===== src/rtl/counter_chain_sequencer_pkg.sv =====
// Shared definitions for the counter chain run-control sequencer.
package counter_chain_sequencer_pkg;

  typedef enum logic [2:0] {
    ST_IDLE  = 3'd0,
    ST_RUN   = 3'd1,
    ST_PAUSE = 3'd2,
    ST_DONE  = 3'd3,
    ST_CLR   = 3'd4
  } seq_state_t;

  // Value driven onto an enable-style output when it is asserted.
  localparam logic ENABLE_DEFAULT = 1'b1;

endpackage


===== src/rtl/counter_chain_sequencer_if.sv =====
// Snapshot handshake between the sequencer (master, produces the captured
// count) and its consumer (slave, requests and accepts snapshots).
interface counter_chain_sequencer_if #(
  parameter int CHAIN_W = 32
);

  logic               snap_req;
  logic [CHAIN_W-1:0] snap_data;
  logic               snap_valid;
  logic               snap_ready;

  modport master (
    input  snap_req,
    input  snap_ready,
    output snap_data,
    output snap_valid
  );

  modport slave (
    output snap_req,
    output snap_ready,
    input  snap_data,
    input  snap_valid
  );

endinterface


===== src/rtl/counter_chain_sequencer_prescale_tick.sv =====
// Prescaler for the chain enable: counts while running, holds while paused,
// and produces a one-cycle tick when it reaches its terminal value.
module prescale_tick #(
  parameter int PRESCALE_W = 16
) (
  input  logic                  clk,
  input  logic                  reset_n,
  input  logic                  run,
  input  logic                  clear,
  input  logic [PRESCALE_W-1:0] prescale_max,
  output logic                  tick
);

  logic [PRESCALE_W-1:0] count_q;
  logic [PRESCALE_W-1:0] max_q;
  logic [PRESCALE_W-1:0] term_value;

  // The terminal value is taken live at the start of each period and held for the rest of it.
  always_comb begin
    term_value = max_q;
    if (count_q == '0) begin
      term_value = prescale_max;
    end
  end

  assign tick = run && (count_q == term_value);

  // Advance the prescaler only while running; wrap to zero on the tick.
  always_ff @(posedge clk or negedge reset_n) begin
    if (!reset_n) begin
      count_q <= '0;
      max_q   <= '0;
    end else if (clear) begin
      count_q <= '0;
      max_q   <= '0;
    end else if (run) begin
      if (count_q == '0) begin
        max_q <= prescale_max;
      end
      if (tick) begin
        count_q <= '0;
      end else begin
        count_q <= count_q + 1'b1;
      end
    end
  end

endmodule


===== src/rtl/counter_chain_sequencer.sv =====
// Run-control sequencer for the cascaded counter chain: start/stop/clear
// handling, prescaled stage-0 enable, run limit, overflow flag and a
// valid/ready snapshot of the chain count.
module counter_chain_sequencer
  import counter_chain_sequencer_pkg::*;
#(
  parameter int CHAIN_W    = 32,
  parameter int PRESCALE_W = 16
) (
  input  logic                  clk,
  input  logic                  reset_n,
  input  logic                  cmd_start,
  input  logic                  cmd_stop,
  input  logic                  cmd_clear,
  input  logic [PRESCALE_W-1:0] prescale_max,
  input  logic [CHAIN_W-1:0]    run_limit,
  input  logic [CHAIN_W-1:0]    chain_count,
  input  logic                  chain_tc,
  output logic                  chain_enable,
  output logic                  chain_clear,
  output logic                  running,
  output logic                  done,
  output logic                  overflow,
  counter_chain_sequencer_if.master snap_if
);

  seq_state_t         state_q;
  seq_state_t         state_d;
  logic               limit_hit;
  logic               tick;
  logic               done_q;
  logic               overflow_q;
  logic [CHAIN_W-1:0] snap_data_q;
  logic               snap_valid_q;

  assign limit_hit = (run_limit != '0) && (chain_count == run_limit) && (state_q == ST_RUN);

  prescale_tick #(
    .PRESCALE_W (PRESCALE_W)
  ) u_prescale (
    .clk          (clk),
    .reset_n      (reset_n),
    .run          (state_q == ST_RUN),
    .clear        (state_q == ST_CLR),
    .prescale_max (prescale_max),
    .tick         (tick)
  );

  // The enable is withheld in the limit cycle so the chain stops exactly on run_limit.
  assign chain_enable = tick && !limit_hit;

  // State register.
  always_ff @(posedge clk or negedge reset_n) begin
    if (!reset_n) begin
      state_q <= ST_IDLE;
    end else begin
      state_q <= state_d;
    end
  end

  // Next state with clear > stop > start; a limit hit takes precedence over stop.
  always_comb begin
    state_d     = state_q;
    running     = 1'b0;
    chain_clear = 1'b0;
    if (cmd_clear) begin
      state_d = ST_CLR;
    end else begin
      case (state_q)
        ST_IDLE:  if (cmd_start) state_d = ST_RUN;
        ST_RUN: begin
          if (limit_hit) begin
            state_d = ST_DONE;
          end else if (cmd_stop) begin
            state_d = ST_PAUSE;
          end
        end
        ST_PAUSE: if (cmd_start) state_d = ST_RUN;
        ST_DONE:  state_d = ST_DONE;
        ST_CLR:   state_d = ST_IDLE;
        default:  state_d = ST_IDLE;
      endcase
    end
    case (state_q)
      ST_RUN:  running     = ENABLE_DEFAULT;
      ST_CLR:  chain_clear = ENABLE_DEFAULT;
      default: ;
    endcase
  end

  // Pulse done for the single cycle following the limit hit.
  always_ff @(posedge clk or negedge reset_n) begin
    if (!reset_n) begin
      done_q <= 1'b0;
    end else begin
      done_q <= (state_q == ST_RUN) && (state_d == ST_DONE);
    end
  end

  // Sticky overflow, dropped as soon as a clear is commanded so it reads 0 throughout CLR.
  always_ff @(posedge clk or negedge reset_n) begin
    if (!reset_n) begin
      overflow_q <= 1'b0;
    end else if (cmd_clear || (state_q == ST_CLR)) begin
      overflow_q <= 1'b0;
    end else if (chain_enable && chain_tc) begin
      overflow_q <= 1'b1;
    end
  end

  // Snapshot holding register: capture when empty or being emptied this cycle, otherwise drop the request.
  always_ff @(posedge clk or negedge reset_n) begin
    if (!reset_n) begin
      snap_data_q  <= '0;
      snap_valid_q <= 1'b0;
    end else begin
      if (snap_valid_q && snap_if.snap_ready) begin
        snap_valid_q <= 1'b0;
      end
      if (snap_if.snap_req && (!snap_valid_q || snap_if.snap_ready)) begin
        snap_data_q  <= chain_count;
        snap_valid_q <= 1'b1;
      end
    end
  end

  assign done               = done_q;
  assign overflow           = overflow_q;
  assign snap_if.snap_data  = snap_data_q;
  assign snap_if.snap_valid = snap_valid_q;

endmodule


===== src/flat_wrapper.sv =====
// flat-port wrapper written by rule: the top's interface ports become plain ports
module counter_chain_sequencer_flat import counter_chain_sequencer_pkg::*;
#(
  parameter int CHAIN_W    = 32,
  parameter int PRESCALE_W = 16
)
  (clk, reset_n, cmd_start, cmd_stop, cmd_clear, prescale_max, run_limit, chain_count, chain_tc, chain_enable, chain_clear, running, done, overflow, snap_if_snap_req, snap_if_snap_ready, snap_if_snap_data, snap_if_snap_valid);
  counter_chain_sequencer_if #(.CHAIN_W(CHAIN_W)) snap_if_i ();
  input  logic clk;
  input  logic reset_n;
  input  logic cmd_start;
  input  logic cmd_stop;
  input  logic cmd_clear;
  input  logic [PRESCALE_W-1:0] prescale_max;
  input  logic [CHAIN_W-1:0] run_limit;
  input  logic [CHAIN_W-1:0] chain_count;
  input  logic chain_tc;
  output logic chain_enable;
  output logic chain_clear;
  output logic running;
  output logic done;
  output logic overflow;
  input wire logic [$bits(snap_if_i.snap_req)-1:0] snap_if_snap_req;
  input wire logic [$bits(snap_if_i.snap_ready)-1:0] snap_if_snap_ready;
  output wire logic [$bits(snap_if_i.snap_data)-1:0] snap_if_snap_data;
  output wire logic [$bits(snap_if_i.snap_valid)-1:0] snap_if_snap_valid;
  assign snap_if_i.snap_req = snap_if_snap_req;
  assign snap_if_i.snap_ready = snap_if_snap_ready;
  assign snap_if_snap_data = snap_if_i.snap_data;
  assign snap_if_snap_valid = snap_if_i.snap_valid;
  counter_chain_sequencer #(.CHAIN_W(CHAIN_W), .PRESCALE_W(PRESCALE_W)) u_core (.clk(clk), .reset_n(reset_n), .cmd_start(cmd_start), .cmd_stop(cmd_stop), .cmd_clear(cmd_clear), .prescale_max(prescale_max), .run_limit(run_limit), .chain_count(chain_count), .chain_tc(chain_tc), .chain_enable(chain_enable), .chain_clear(chain_clear), .running(running), .done(done), .overflow(overflow), .snap_if(snap_if_i));
endmodule

===== config.mk =====
export PLATFORM = sky130hd
export DESIGN_NAME = counter_chain_sequencer_flat
export DESIGN_NICKNAME = d
export VERILOG_FILES = /design/src/rtl/counter_chain_sequencer_pkg.sv /design/src/rtl/counter_chain_sequencer_if.sv /design/src/rtl/counter_chain_sequencer_prescale_tick.sv /design/src/rtl/counter_chain_sequencer.sv /design/src/flat_wrapper.sv
export SDC_FILE = /design/constraint.sdc
export NUM_CORES = 1
export LEC_CHECK = 0
export CORE_MARGIN = 2
export CORE_UTILIZATION = 46
export DETAILED_ROUTE_END_ITERATION = 7
export PLACE_DENSITY_LB_ADDON = 0.12
export SLEW_MARGIN = 20
export SYNTH_ARGS = -nofsm -noshare
export SYNTH_HDL_FRONTEND = slang
export SYNTH_SLANG_ARGS = --single-unit
export TNS_END_PERCENT = 5

===== constraint.sdc =====
create_clock -name clk -period 2.85 [get_ports clk]
set_input_delay 0.4275 -clock clk [delete_from_list [all_inputs] [get_ports clk]]
set_output_delay 0.4275 -clock clk [all_outputs]
set_load 0.02 [all_outputs]

==> flow_metrics.tcl <==
set metrics [dict create \
    status "finished, final reports clean" \
    wl_met2_mm 6.067 \
    gr-usage-all-layers_pct 26.79 \
    synth_flop_cell "dfrtp_1" \
    place_inst 634 \
    fin_crit_sh_pct 97.60 \
    final_nets 635 \
    root_buffer "clkbuf_8" \
    fp.dieArea_um2 8996 \
    place_area_um2 5469 \
    path_delay_family "simple AND/OR/NAND/NOR gates" \
    worstPathCellList "xor2_1 > nor4_2 > nand4_1 > or4_4 > a21oi_4 > and2_4 > buf_6" \
    synth_top_area_share_pct 46.14 \
    synthDistinctLibCells 44 \
    relSlewSlack_pct 68.68 \
    cts_buffers 9 \
    yosysMostFrequentCell "dfrtp_1" \
    routabilityCongestion 0.9946 \
    drtPass1Iterations 7 \
    cts.sinks 70 \
    cts_tree "yes" \
    cp-start-kind "flip-flop" \
    max_freq_ghz 0.3595 \
    drive_above_1_share_pct 21.31 \
    yosysTopAreaCell "dfrtp_1" \
    dp_hpwl_mm 8.848 \
    period_minus_slack_ps 2782 \
    ios 126 \
    seq_area_frac_synth_pct 46.14 \
    top_layer "met4" \
    synth_adder_area_share_pct 0.6592 \
    fin_worst_skew_ps 11.03 \
    multiInputGateArea_um2 1949 \
    synth_mux_area_share_pct 9.492 \
    worst_hold_slack_ps 494.2 \
    ys_ff_latch 70 \
    cts_max_path_buffers 2 \
    die_w_um 94.85 \
    initial_core_util_pct 46.91 \
    clkSlewWorstSetupHoldPaths_ps 80 \
    via_per_inst 5.310 \
    drt_iter0_drc 143 \
    synth_edf_count 0 \
    finalNonFillerCells 654 \
    grt_max_degree 33 \
    async_flop_share_pct 100.0 \
    maxSlewViolCount 0 \
    hold_viol 0 \
    crit_slowest_cell "or4_4" \
    p_leak_uw 0.002450 \
    ir_drop_mv 0.3856 \
    fp.coreArea_um2 8093 \
    cap_violations 0 \
    fillerInstances 630 \
    endpoint_kind "output pin" \
    syn_area_um2 3796 \
    rows 33 \
    required_ps 2420 \
    path_class "reg -> out" \
    wl_per_cell_um 17.73 \
    syn2layout_area_growth_pct 52.74 \
    cp_num_buf_inv 1 \
    overflow 0 \
    yosys-top-cells-area "dfrtp_1, xor2_1, mux2_2" \
    fin_tns_setup_ps 0 \
    antenna_found_initial 0 \
    worst_pin_slew_ps 465.5 \
    synth_common_cells "dfrtp_1, xor2_1, nand2_1" \
    synth_xor_area_share_pct 14.77 \
    synth_top_family_by_area "simple AND/OR/NAND/NOR gates" \
    power_density_nw_per_um2 477.5 \
    routed_wl_mm 11.60 \
    synth_compound_area_share_pct 6.229 \
    seqCellArea_um2 1752 \
    slowest_delay_ps 470 \
    setup_viol 0 \
    antenna_cells 0 \
    fp.dieH_um 94.85 \
    arrival_ps 2350 \
    syn_inst 373 \
    drt_drc_violations_left 0 \
    worstSkewPairLatency_ps 360 \
    ant_nets 0 \
    yosys_warnings 0 \
    holdCritPathClass "reg -> reg" \
    vias 3473 \
    first_global_vias 3750 \
    synth-simple-area-share_pct 18.92 \
    crit_fanout 2 \
    avgSynthCellArea_um2 10.18 \
    numPortBuffers 125 \
    fin_area_um2 5798 \
    wl_met1_mm 4.243 \
    syn-num-nets 463 \
    htreeDepth 3 \
    dr_wl_met3_mm 1.091 \
    grt_pass1_wl_mm 18.32 \
]
## cells in the final DEF (no fill, tap or decap), types with 3 or more instances in the layout
cell,instances
clkdlybuf4s50_1,123
dfrtp_1,70
buf_4,54
xor2_1,46
nand2_1,42
mux2_2,32
nor4_1,20
o21ai_0,19
nor3_1,19
xnor2_1,18
inv_1,12
nand4_1,12
clkbuf_8,9
nand3_1,8
nor2_1,8
nand2b_1,5
and3_1,4
nor2b_1,3
o31ai_1,3
bufinv_16,3
## worst register-to-register path, cell delays in order, from the launching register on
cell and delay (ps):
dfrtp_1 400, xor2_1 180, nor4_2 310, nand4_1 170, or4_4 470, buf_4 160, a2111oi_2 340, o21a_1 160
## power breakdown
part	internal, uW	leakage [uW]	switching [uW]	total [uW]
logic	373	0.00144	304	677
clock network	576	0.000115	393	969
registers	1080	0.000895	47.1	1120
total	2020	0.00245	744	2770
## metal layers
| metal | up-vias | global-route usage [%] |
|---|---|---|
| li1 | 1646 | - |
| met3 | 16 | 10.69 |
| met4 | 0 | 6.401 |
| met2 | 148 | 48.17 |
| met1 | 1663 | 29.52 |
| met5 | - | 0 |
## flip-flops by register name, indices dropped and copies added, names as in the netlist
register	count
u_core.overflow	1
u_core.done	1
u_core.u_prescale.max_q	16
u_core.snap_if.snap_valid	1
u_core.snap_if.snap_data	32
u_core.u_prescale.count_q	16
u_core.state_q	3
## path summary, 6_finish.rpt
kind	start	endpoint	slack, ps	cells past startpoint
worst max-delay path	u_core.u_prescale.count_q[15]	chain_enable	70	7
worst min-delay path	u_core.overflow	u_core.overflow	490	1
worst max register to register	u_core.u_prescale.count_q[15]	u_core.overflow	600	7
worst min register to register	u_core.overflow	u_core.overflow	490	1
max in group asynchronous	reset_n	u_core.snap_if.snap_data[16]	1610	3
min in group asynchronous	reset_n	u_core.u_prescale.max_q[4]	520	2
## cells by family after synthesis
family	count (synthesis)
simple gates	135
buf+inv	35
fa+ha+maj	2
compound gates	35
mux	32
xor+xnor	64
flops	70
## layout make-up
class                   instances  share of cell area [%]
inverters                      15                  0.9711
clock buffers                   9                   2.136
repair buffers                181                   28.87
multi-input cells             268                   33.62
clock inverters                 6                   1.921
well taps                     105                   2.266
flip-flops and latches         70                   30.21
## through the flow
stage	utilization [%]	total power, uW	setup slack, ps
after floorplan	-	1403	433.2
after global placement	67.58	1790	-332.1
after detailed placement	67.58	1802	-468.0
after CTS	70.64	2772	16.05
after global routing	71.65	2888	-53.74
final	71.65	2768	68.36
## timing repair
action	in CTS	in global routing
resized for setup	6	11
hold endpoints to repair	15	0
endpoints found under the setup margin	1	1
hold buffers	1	0
setup buffers	0	4
pin swaps	0	9
(Power assumes the default switching activity.)
